===== config.mk =====
export PLATFORM = sky130hd
export DESIGN_NAME = subtractor_sched_flat
export DESIGN_NICKNAME = d
export VERILOG_FILES = /design/src/rtl/subtractor_sched_if.sv /design/src/rtl/subtractor_sched.sv /design/src/flat_wrapper.sv
export SDC_FILE = /design/constraint.sdc
export NUM_CORES = 1
export LEC_CHECK = 0
export BUFFER_PORTS_ARGS = -buffer_cell sky130_fd_sc_hd__buf_2
export CAP_MARGIN = 20
export CORE_MARGIN = 2
export CORE_UTILIZATION = 45
export DETAILED_ROUTE_END_ITERATION = 8
export PLACE_DENSITY = 0.83
export SYNTH_ARGS = -nofsm -noshare
export SYNTH_HDL_FRONTEND = slang
export SYNTH_SLANG_ARGS = --single-unit
export TNS_END_PERCENT = 5

===== constraint.sdc =====
create_clock -name clk -period 3.85 [get_ports clk]
set_clock_uncertainty 0.2 [all_clocks]
set_input_delay 0.77 -clock clk [delete_from_list [all_inputs] [get_ports clk]]
set_output_delay 0.77 -clock clk [all_outputs]
set_load 0.05 [all_outputs]

===== src/rtl/subtractor_sched_if.sv =====
// Bundle of the requester, response and subtractor-side signals of subtractor_sched.
// Handshake rule for both req and rsp: a transfer happens on a rising clk edge where
// valid and ready are both high. The producer holds its payload and valid until that edge.
// The consumer may raise ready whenever it likes.
interface subtractor_sched_if #(
  parameter int N_REQ = 4,
  parameter int DW    = 16,
  parameter int ID_W  = 2
);
  logic [N_REQ-1:0]    req_valid;
  logic [N_REQ-1:0]    req_ready;
  logic [N_REQ*DW-1:0] req_a;
  logic [N_REQ*DW-1:0] req_b;
  logic [N_REQ-1:0]    req_bin;

  logic                rsp_valid;
  logic                rsp_ready;
  logic [ID_W-1:0]     rsp_id;
  logic [DW-1:0]       rsp_diff;
  logic                rsp_bout;

  logic [DW-1:0]       sub_d_a;
  logic [DW-1:0]       sub_d_b;
  logic                sub_bin;
  logic                sub_en_a;
  logic                sub_en_b;
  logic                sub_en_result;
  logic [DW-1:0]       sub_result;
  logic                sub_bout;

  // Environment side: requesters, response consumer and the shared subtractor.
  modport master (
    output req_valid, req_a, req_b, req_bin, rsp_ready, sub_result, sub_bout,
    input  req_ready, rsp_valid, rsp_id, rsp_diff, rsp_bout,
    input  sub_d_a, sub_d_b, sub_bin, sub_en_a, sub_en_b, sub_en_result
  );

  // Scheduler side.
  modport slave (
    input  req_valid, req_a, req_b, req_bin, rsp_ready, sub_result, sub_bout,
    output req_ready, rsp_valid, rsp_id, rsp_diff, rsp_bout,
    output sub_d_a, sub_d_b, sub_bin, sub_en_a, sub_en_b, sub_en_result
  );
endinterface


===== src/rtl/subtractor_sched.sv =====
// Round-robin scheduler sharing one registered subtractor among N_REQ requesters.
// One operation walks IDLE -> LOAD -> EXEC -> CAPT -> RESP; the subtractor strobes
// are registered single-cycle pulses, and the response is held until consumed.
module subtractor_sched #(
  parameter int N_REQ = 4,
  parameter int DW    = 16,
  parameter int ID_W  = 2
) (
  input  logic                 clk,
  input  logic                 rst,
  subtractor_sched_if.slave    bus,
  output logic                 busy,
  output logic [15:0]          op_cnt,
  output logic [2:0]           o_dbg_state
);

  typedef enum logic [2:0] {
    S_IDLE = 3'd0,
    S_LOAD = 3'd1,
    S_EXEC = 3'd2,
    S_CAPT = 3'd3,
    S_RESP = 3'd4
  } state_t;

  state_t          r_state;
  logic [ID_W-1:0] r_last_grant;
  logic [ID_W-1:0] r_id;
  logic [DW-1:0]   r_a;
  logic [DW-1:0]   r_b;
  logic            r_sub_bin;
  logic            r_sub_en_ab;
  logic            r_sub_en_res;
  logic            r_rsp_valid;
  logic [ID_W-1:0] r_rsp_id;
  logic [DW-1:0]   r_rsp_diff;
  logic            r_rsp_bout;
  logic            r_busy;
  logic [15:0]     r_op_cnt;

  int              w_cand;
  logic            w_gnt_found;
  logic [ID_W-1:0] w_gnt_idx;
  logic [N_REQ-1:0] w_ready;
  logic [DW-1:0]   w_sel_a;
  logic [DW-1:0]   w_sel_b;
  logic            w_sel_bin;

  // Round-robin search starting just after the last granted requester.
  always_comb begin
    w_cand      = 0;
    w_gnt_found = 1'b0;
    w_gnt_idx   = '0;
    for (int k = 1; k <= N_REQ; k++) begin
      w_cand = (int'(r_last_grant) + k) % N_REQ;
      if (!w_gnt_found && bus.req_valid[ID_W'(w_cand)]) begin
        w_gnt_found = 1'b1;
        w_gnt_idx   = ID_W'(w_cand);
      end
    end
  end

  // Grant is only offered in IDLE; reset forces it low even before the first edge.
  always_comb begin
    w_ready = '0;
    if (r_state == S_IDLE && w_gnt_found && !rst) begin
      w_ready = N_REQ'(1) << w_gnt_idx;
    end
  end

  assign w_sel_a   = bus.req_a[w_gnt_idx*DW +: DW];
  assign w_sel_b   = bus.req_b[w_gnt_idx*DW +: DW];
  assign w_sel_bin = bus.req_bin[w_gnt_idx];

  // Operation sequencer: latches operands on accept and issues registered strobes.
  always_ff @(posedge clk or posedge rst) begin
    if (rst) begin
      r_state      <= S_IDLE;
      r_last_grant <= ID_W'(N_REQ - 1);
      r_id         <= '0;
      r_a          <= '0;
      r_b          <= '0;
      r_sub_bin    <= 1'b0;
      r_sub_en_ab  <= 1'b0;
      r_sub_en_res <= 1'b0;
      r_rsp_valid  <= 1'b0;
      r_rsp_id     <= '0;
      r_rsp_diff   <= '0;
      r_rsp_bout   <= 1'b0;
      r_busy       <= 1'b0;
      r_op_cnt     <= '0;
    end else begin
      case (r_state)
        S_IDLE: begin
          if (w_gnt_found) begin
            r_a          <= w_sel_a;
            r_b          <= w_sel_b;
            r_sub_bin    <= w_sel_bin;
            r_id         <= w_gnt_idx;
            r_last_grant <= w_gnt_idx;
            r_sub_en_ab  <= 1'b1;
            r_busy       <= 1'b1;
            r_state      <= S_LOAD;
          end
        end
        S_LOAD: begin
          r_sub_en_ab  <= 1'b0;
          r_sub_en_res <= 1'b1;
          r_state      <= S_EXEC;
        end
        S_EXEC: begin
          r_sub_en_res <= 1'b0;
          r_sub_bin    <= 1'b0;
          r_state      <= S_CAPT;
        end
        S_CAPT: begin
          r_rsp_diff  <= bus.sub_result;
          r_rsp_bout  <= bus.sub_bout;
          r_rsp_id    <= r_id;
          r_rsp_valid <= 1'b1;
          r_state     <= S_RESP;
        end
        S_RESP: begin
          if (bus.rsp_ready) begin
            r_rsp_valid <= 1'b0;
            r_op_cnt    <= r_op_cnt + 16'd1;
            r_busy      <= 1'b0;
            r_state     <= S_IDLE;
          end
        end
        default: begin
          r_state <= S_IDLE;
        end
      endcase
    end
  end

  assign bus.req_ready     = w_ready;
  assign bus.rsp_valid     = r_rsp_valid;
  assign bus.rsp_id        = r_rsp_id;
  assign bus.rsp_diff      = r_rsp_diff;
  assign bus.rsp_bout      = r_rsp_bout;
  assign bus.sub_d_a       = r_a;
  assign bus.sub_d_b       = r_b;
  assign bus.sub_bin       = r_sub_bin;
  assign bus.sub_en_a      = r_sub_en_ab;
  assign bus.sub_en_b      = r_sub_en_ab;
  assign bus.sub_en_result = r_sub_en_res;
  assign busy              = r_busy;
  assign op_cnt            = r_op_cnt;
  assign o_dbg_state       = r_state;

endmodule


===== src/flat_wrapper.sv =====
// flat-port wrapper written by rule: the top's interface ports become plain ports
module subtractor_sched_flat 
#(
  parameter int N_REQ = 4,
  parameter int DW    = 16,
  parameter int ID_W  = 2
)
  (clk, rst, busy, op_cnt, o_dbg_state, bus_req_valid, bus_req_a, bus_req_b, bus_req_bin, bus_rsp_ready, bus_sub_result, bus_sub_bout, bus_req_ready, bus_rsp_valid, bus_rsp_id, bus_rsp_diff, bus_rsp_bout, bus_sub_d_a, bus_sub_d_b, bus_sub_bin, bus_sub_en_a, bus_sub_en_b, bus_sub_en_result);
  subtractor_sched_if #(.N_REQ(N_REQ), .DW(DW), .ID_W(ID_W)) bus_i ();
  input  logic clk;
  input  logic rst;
  output logic busy;
  output logic [15:0] op_cnt;
  output logic [2:0] o_dbg_state;
  input wire logic [$bits(bus_i.req_valid)-1:0] bus_req_valid;
  input wire logic [$bits(bus_i.req_a)-1:0] bus_req_a;
  input wire logic [$bits(bus_i.req_b)-1:0] bus_req_b;
  input wire logic [$bits(bus_i.req_bin)-1:0] bus_req_bin;
  input wire logic [$bits(bus_i.rsp_ready)-1:0] bus_rsp_ready;
  input wire logic [$bits(bus_i.sub_result)-1:0] bus_sub_result;
  input wire logic [$bits(bus_i.sub_bout)-1:0] bus_sub_bout;
  output wire logic [$bits(bus_i.req_ready)-1:0] bus_req_ready;
  output wire logic [$bits(bus_i.rsp_valid)-1:0] bus_rsp_valid;
  output wire logic [$bits(bus_i.rsp_id)-1:0] bus_rsp_id;
  output wire logic [$bits(bus_i.rsp_diff)-1:0] bus_rsp_diff;
  output wire logic [$bits(bus_i.rsp_bout)-1:0] bus_rsp_bout;
  output wire logic [$bits(bus_i.sub_d_a)-1:0] bus_sub_d_a;
  output wire logic [$bits(bus_i.sub_d_b)-1:0] bus_sub_d_b;
  output wire logic [$bits(bus_i.sub_bin)-1:0] bus_sub_bin;
  output wire logic [$bits(bus_i.sub_en_a)-1:0] bus_sub_en_a;
  output wire logic [$bits(bus_i.sub_en_b)-1:0] bus_sub_en_b;
  output wire logic [$bits(bus_i.sub_en_result)-1:0] bus_sub_en_result;
  assign bus_i.req_valid = bus_req_valid;
  assign bus_i.req_a = bus_req_a;
  assign bus_i.req_b = bus_req_b;
  assign bus_i.req_bin = bus_req_bin;
  assign bus_i.rsp_ready = bus_rsp_ready;
  assign bus_i.sub_result = bus_sub_result;
  assign bus_i.sub_bout = bus_sub_bout;
  assign bus_req_ready = bus_i.req_ready;
  assign bus_rsp_valid = bus_i.rsp_valid;
  assign bus_rsp_id = bus_i.rsp_id;
  assign bus_rsp_diff = bus_i.rsp_diff;
  assign bus_rsp_bout = bus_i.rsp_bout;
  assign bus_sub_d_a = bus_i.sub_d_a;
  assign bus_sub_d_b = bus_i.sub_d_b;
  assign bus_sub_bin = bus_i.sub_bin;
  assign bus_sub_en_a = bus_i.sub_en_a;
  assign bus_sub_en_b = bus_i.sub_en_b;
  assign bus_sub_en_result = bus_i.sub_en_result;
  subtractor_sched #(.N_REQ(N_REQ), .DW(DW), .ID_W(ID_W)) u_core (.clk(clk), .rst(rst), .bus(bus_i), .busy(busy), .op_cnt(op_cnt), .o_dbg_state(o_dbg_state));
endmodule

Yosys cells after proc, flatten, opt, wreduce, memory -nomap -nowiden
Cells that the tools add are included.
W data, S select, Z words.
{"block": "word_totals", "word_cells": 89, "inputBits": 156, "reg_bits": 79}
{"block": "op_classes", "order_cmp": 5, "n_addsub": 5, "shifts": 3, "muxes": 34, "eq_ne": 6, "reduce_logical": 22}
{"operator": "$shiftx A64 B7 Y16", "count": 2}
{"operator": "$add A16 B1 Y16 const B", "count": 1}
{"operator": "$lt A2 B4 Y1 const B", "count": 4}
{"operator": "$mux W1", "count": 16}
{"operator": "$pmux W3 S5", "count": 1}
{"operator": "$reduce_and A2 Y1", "count": 6}
{"operator": "$bmux W1 S2", "count": 5}
{"operator": "$pmux W1 S2", "count": 5}
{"operator": "$reduce_bool A2 Y1", "count": 5}
{"operator": "$mux W2", "count": 4}
{"operator": "$eq A3 B2 Y1 const B", "count": 2}
{"operator": "$mux W3", "count": 2}
{"operator": "$logic_and A1 B1 Y1", "count": 5}
{"operator": "$add A2 B1 Y2 const B", "count": 2}
{"operator": "$add A2 B2 Y2 const B", "count": 2}
{"operator": "$logic_not A1 Y1", "count": 4}
{"operator": "$mux W4", "count": 1}
{"operator": "$shl A1 B2 Y4 const A", "count": 1}
{"operator": "$eq A3 B1 Y1 const B", "count": 1}
{"operator": "$eq A3 B3 Y1 const B", "count": 1}
{"operator": "$logic_not A3 Y1", "count": 1}
{"operator": "$lt A2 B3 Y1 const B", "count": 1}
{"operator": "$reduce_and A3 Y1", "count": 1}
{"operator": "$ne A2 B1 Y1 const B", "count": 1}
{"operator": "$ne A2 B2 Y1 const B", "count": 1}

Depth between registers and ports, before layout
{"block": "depth", "word_depth": 18, "ltp_mapped": 8, "mapped_depth_nobuf": 5}

Worst setup path after synthesis
No wires, ideal clock.
{"block": "synth_path", "path_kind": "in2out", "from": "input rst", "to": "output bus_req_ready[0]", "cell_stages": 2, "path_slack_ps": -256, "t_arrival_ps": 3136, "path_buffers": 0, "cell_sequence": "inv_1 -> and3_1"}
{"block": "synth_between", "elab_chain_cells": 3}
{"element": "from (decl)", "line_no": "flat_wrapper.sv:11", "text": "input logic rst;"}
{"element": "$logic_not A1 Y1", "line_no": "subtractor_sched.sv:65", "text": "if (r_state == S_IDLE && w_gnt_found && !rst) begin"}
{"element": "$logic_and A1 B1 Y1", "line_no": "subtractor_sched.sv:65"}
{"element": "$mux W4", "line_no": "subtractor_sched.sv:65"}
{"element": "to (decl)", "line_no": "flat_wrapper.sv:22", "text": "output wire logic [$bits(bus_i.req_ready)-1:0] bus_req_ready;"}
Every way passes these cells.

Worst setup path after layout
{"block": "layout_path", "from": "register u_core.r_last_grant[1]", "to": "output bus_req_ready[3]"}
{"block": "layout_between", "elab_chain_cells": 17}
{"element": "from (decl)", "line_no": "subtractor_sched.sv:26", "text": "logic [ID_W-1:0] r_last_grant;"}
{"element": "from (signal assigned)", "line_no": "subtractor_sched.sv:78", "text": "r_last_grant <= ID_W'(N_REQ - 1);"}
{"element": "from (signal assigned)", "line_no": "subtractor_sched.sv:99", "text": "r_last_grant <= w_gnt_idx;"}
{"element": "$add A2 B1 Y2", "line_no": "subtractor_sched.sv:54", "text": "w_cand = (int'(r_last_grant) + k) % N_REQ;"}
{"element": "$bmux W1 S2", "line_no": "subtractor_sched.sv:55", "text": "if (!w_gnt_found && bus.req_valid[ID_W'(w_cand)]) begin"}
{"element": "$mux W1 (implied by the code) (2 in series)", "line_no": "subtractor_sched.sv:55"}
{"element": "$mux W1", "line_no": "subtractor_sched.sv:55"}
{"element": "$logic_not A1 Y1", "line_no": "subtractor_sched.sv:55"}
{"element": "$logic_and A1 B1 Y1", "line_no": "subtractor_sched.sv:55"}
{"element": "$mux W1", "line_no": "subtractor_sched.sv:55"}
{"element": "$logic_not A1 Y1", "line_no": "subtractor_sched.sv:55"}
{"element": "$logic_and A1 B1 Y1", "line_no": "subtractor_sched.sv:55"}
{"element": "$mux W1", "line_no": "subtractor_sched.sv:55"}
{"element": "$logic_not A1 Y1", "line_no": "subtractor_sched.sv:55"}
{"element": "$logic_and A1 B1 Y1", "line_no": "subtractor_sched.sv:55"}
{"element": "$mux W1", "line_no": "subtractor_sched.sv:55"}
{"element": "$logic_and A1 B1 Y1 (2 in series)", "line_no": "subtractor_sched.sv:65"}
{"element": "$mux W4 (*)", "line_no": "subtractor_sched.sv:65"}
Every way passes the cells marked *; elsewhere a longest branch is shown, timed or not. The select of a mux whose other input is x is not followed.

==> summary.txt <==
Run status
  • Status: completed

Clock network
  • Worst skew pair latency: roughly 0.35 ns
  • Post-CTS Hold Buffers: 0
  • CTS Buf Count: 9
  • CTS resizes: 0
  • CTS tree: built
  • Setup Buffers After CTS: 0
  • H-Tree Depth: 3
  • Worst-path clk slew: ~0.09 ns
  • Clock sinks: 79
  • Buffer depth of the longest clock path: 2
  • CTS root buffer: clkbuf_8

Power
  • Power Dens Cells: between 900 and 1000 nW/µm²
  • VDD IR max: ~0.36 mV
  • Power Total: roughly 5200 µW
  • Leakage power: 0.002805 µW

Cells and area
  • Fill cell count: between 800 and 900
  • Finished Cell Area: 5612 µm²
  • FF/Latch Area: approximately 2000 µm²
  • Ratio of cells with drive above 1 in the final layout: about half
  • Antenna Cells: 0
  • Most frequent cells in the layout: buf_2, dfrtp_1, nor2_1
  • Most common cell after layout, fill and taps aside: buf_2
  • Nets: just under 800
  • Multi-input logic area: 2004 µm²
  • Finished Layout Cells: roughly 750
  • P&R area growth vs syn: 33.64%

Global routing
  • Grt ovf: 0
  • Largest net degree at the start of global routing: 46
  • Vias in the first global route: a little over 4,000
  • Tot GR Track Use: between 20% and 30%
  • First-pass GRT wire length: 19.29 mm
  • Initial antenna violation count: 0

Yosys
  • Ys async rst share: 100.0%
  • Mean Syn Cell Area: approximately 10 µm²
  • Synth Net Count: 564
  • Post-synth EDFFs: 0
  • Post-Synthesis Cells: 407
  • Post-synthesis sequential area ratio: between 40% and 50%
  • Post-synthesis cell type count: 50
  • Synth Warn #: 0
  • Flops & latches, synth: between 70 and 80
  • Most used DFF post-synth: dfrtp_1
  • Synth Cell Area: about 4200 µm²

Placement
  • DPL Wire Length: ~9.4 mm
  • I/O Buffers: between 200 and 250
  • Placed Instance Area: approximately 5400 µm²
  • Final Wtd Congestion: slightly below 0.9
  • Placed cells: 730

Hold path
  • Hold WC Path Type: primary input to asynchronous set/reset pin

Critical path
  • FF-to-FF Start: u_core.o_dbg_state[0]$_DFFE_PP0P_
  • Cells on worst reg2reg path: 4
  • R2R Setup Slk: ~1.4 ns
  • CP Launch Type: register
  • Kind of critical path: register to output port
  • Worst setup EP type: output port
  • Req. time, crit path: around 2.9 ns
  • Top fanout value on the critical path: 13
  • WP data arrival: around 2.4 ns
  • RR Endpoint: u_core.bus.sub_d_b[12]$_DFFE_PP0P_

Routing
  • DRT Pass-1 Iters: 4
  • ANT nets after route: 0
  • Drt drc: 0
  • WL final: roughly 12 mm
  • Avg WL per Cell: around 17 µm
  • Total number of vias: roughly 4,100
  • Initial drt markers: about 180
  • Avg Vias per Cell: around 5.5

STA
  • Final Max Tran Viols: 0
  • RSZ-0062 raised after global routing: false
  • F_max: 293.5 MHz
  • Hold Vio Cnt, Final: 0
  • Fin crit period: roughly 3.4 ns
  • Slew @ Worst Pin: 0.9406 ns
  • Relative slew slack: a little under two fifths
  • Final worst-path cycle share: around nine tenths
  • Final setup viols: 0
  • Final setup TNS: 0 ns

Floorplanning
  • CORE AREA: just over 9000 µm²
  • Width of the die: 100.6 µm
  • Starting Density: 45.88%
  • Die area: between 10,000 and 15,000 µm²
  • Io pins: around 240
  • Die Y: between 100 and 150 µm
  • FP Rows: 35

Run
  • Max-Cap Viols: 0
-- per-layer routing --
metal	part of all wire, %	global-route usage, %
met1	38	28.38
met2	52	43.38
met3	6.6	4.924
met4	2.8	9.378
met5	0	0
-- synthesized netlist by cell type, types with 4 or more instances --
cell type / number / area share [%]
nand3_1: 18 / 2.1
a221o_1: 20 / 4.8
and3_1: 21 / 3.1
nor2_1: 48 / 4.3
a21oi_1: 9 / 1.1
nand3b_1: 12 / 2.1
mux2_2: 20 / 5.4
and3_2: 7 / 1.3
nor3_1: 4 / 0.48
o32a_1: 21 / 5.0
inv_1: 8 / 0.72
nand2b_1: 4 / 0.60
clkbuf_1: 16 / 1.4
buf_2: 4 / 0.48
xnor2_1: 13 / 2.7
o21ai_0: 7 / 0.83
nand2_1: 30 / 2.7
a221oi_1: 12 / 2.5
dfrtp_1: 77 / 46
a31oi_1: 11 / 1.6
buf_6: 4 / 1.1
-- worst max-delay path, stage by stage, from the launching register on --
cell and delay [ns]:
dfstp_2 0.66, and2b_2 0.20, a211oi_1 0.06, nor2_1 0.65, and3_1 0.27, buf_2 0.26
-- final cells by class --
type	instances	share of cell area, %
tap	111	2.475
clock buffer	10	2.453
clock inverter	6	0.9142
timing repair buffer	247	22.56
sequential	79	35.27
inverter	8	0.6020
multi-input combinational	285	35.72
-- report_power, final --
part | leakage [µW] | internal (µW) | switching [µW]
clock | 0.0000935 | 260 | 325
combinational | 0.00178 | 1000 | 2190
sequential | 0.000931 | 1200 | 263
total | 0.00281 | 2460 | 2780
-- cell families (layout without fill, tap and decap cells) --
kind of cell / Yosys count / after routing / share of synthesized area (%)
adders and majority gates: 1 / 1 / 0.2979
AOI/OAI and AO/OA: 89 / 89 / 18.15
buffers and inverters: 43 / 271 / 5.929
xor gates and xnor gates: 16 / 16 / 3.337
DFF: 79 / 79 / 47.14
and+or+nand+nor: 158 / 158 / 19.55
muxes: 21 / 21 / 5.602
-- worst max-delay path by stage --
stage          slack, ns          endpoint                               start  cells past startpoint
6_report            0.44  bus_req_ready[3]  u_core.r_last_grant[1]$_DFFE_PP1P_                      5
5_1_grt             0.38  bus_req_ready[3]  u_core.r_last_grant[1]$_DFFE_PP1P_                      5
3_3_place_gp        0.68  bus_req_ready[3]                    bus_req_valid[1]                      7
2_1_floorplan       0.39  bus_req_ready[0]                                 rst                      2
3_5_place_dp        0.60  bus_req_ready[3]                    bus_req_valid[1]                      6
4_1_cts             0.47  bus_req_ready[3]  u_core.r_last_grant[1]$_DFFE_PP1P_                      5
-- sequential cells by signal, summed over array words and instances, names as in the netlist --
register / flops
u_core.bus.rsp_bout: 1
u_core.bus.rsp_diff: 16
u_core.bus.rsp_id: 2
u_core.bus.rsp_valid: 1
u_core.bus.sub_bin: 1
u_core.bus.sub_d_a: 16
u_core.bus.sub_d_b: 16
u_core.bus.sub_en_a: 1
u_core.bus.sub_en_result: 1
u_core.busy: 1
u_core.o_dbg_state: 3
u_core.op_cnt: 16
u_core.r_id: 2
u_core.r_last_grant: 2
-- metrics by stage --
| step | hold slack [ns] | util, % | setup slack (ns) |
|---|---|---|---|
| finish | 0.1895 | 61.31 | 0.4432 |
| global placement | 0.2655 | 59.25 | 0.6796 |
| floorplan | 0.2428 | - | 0.3887 |
| global route | 0.1938 | 61.31 | 0.3757 |
| CTS | 0.1816 | 61.31 | 0.4711 |
| detailed placement | 0.2607 | 59.25 | 0.5992 |
Note: power is estimated with default switching activity, not from simulation.
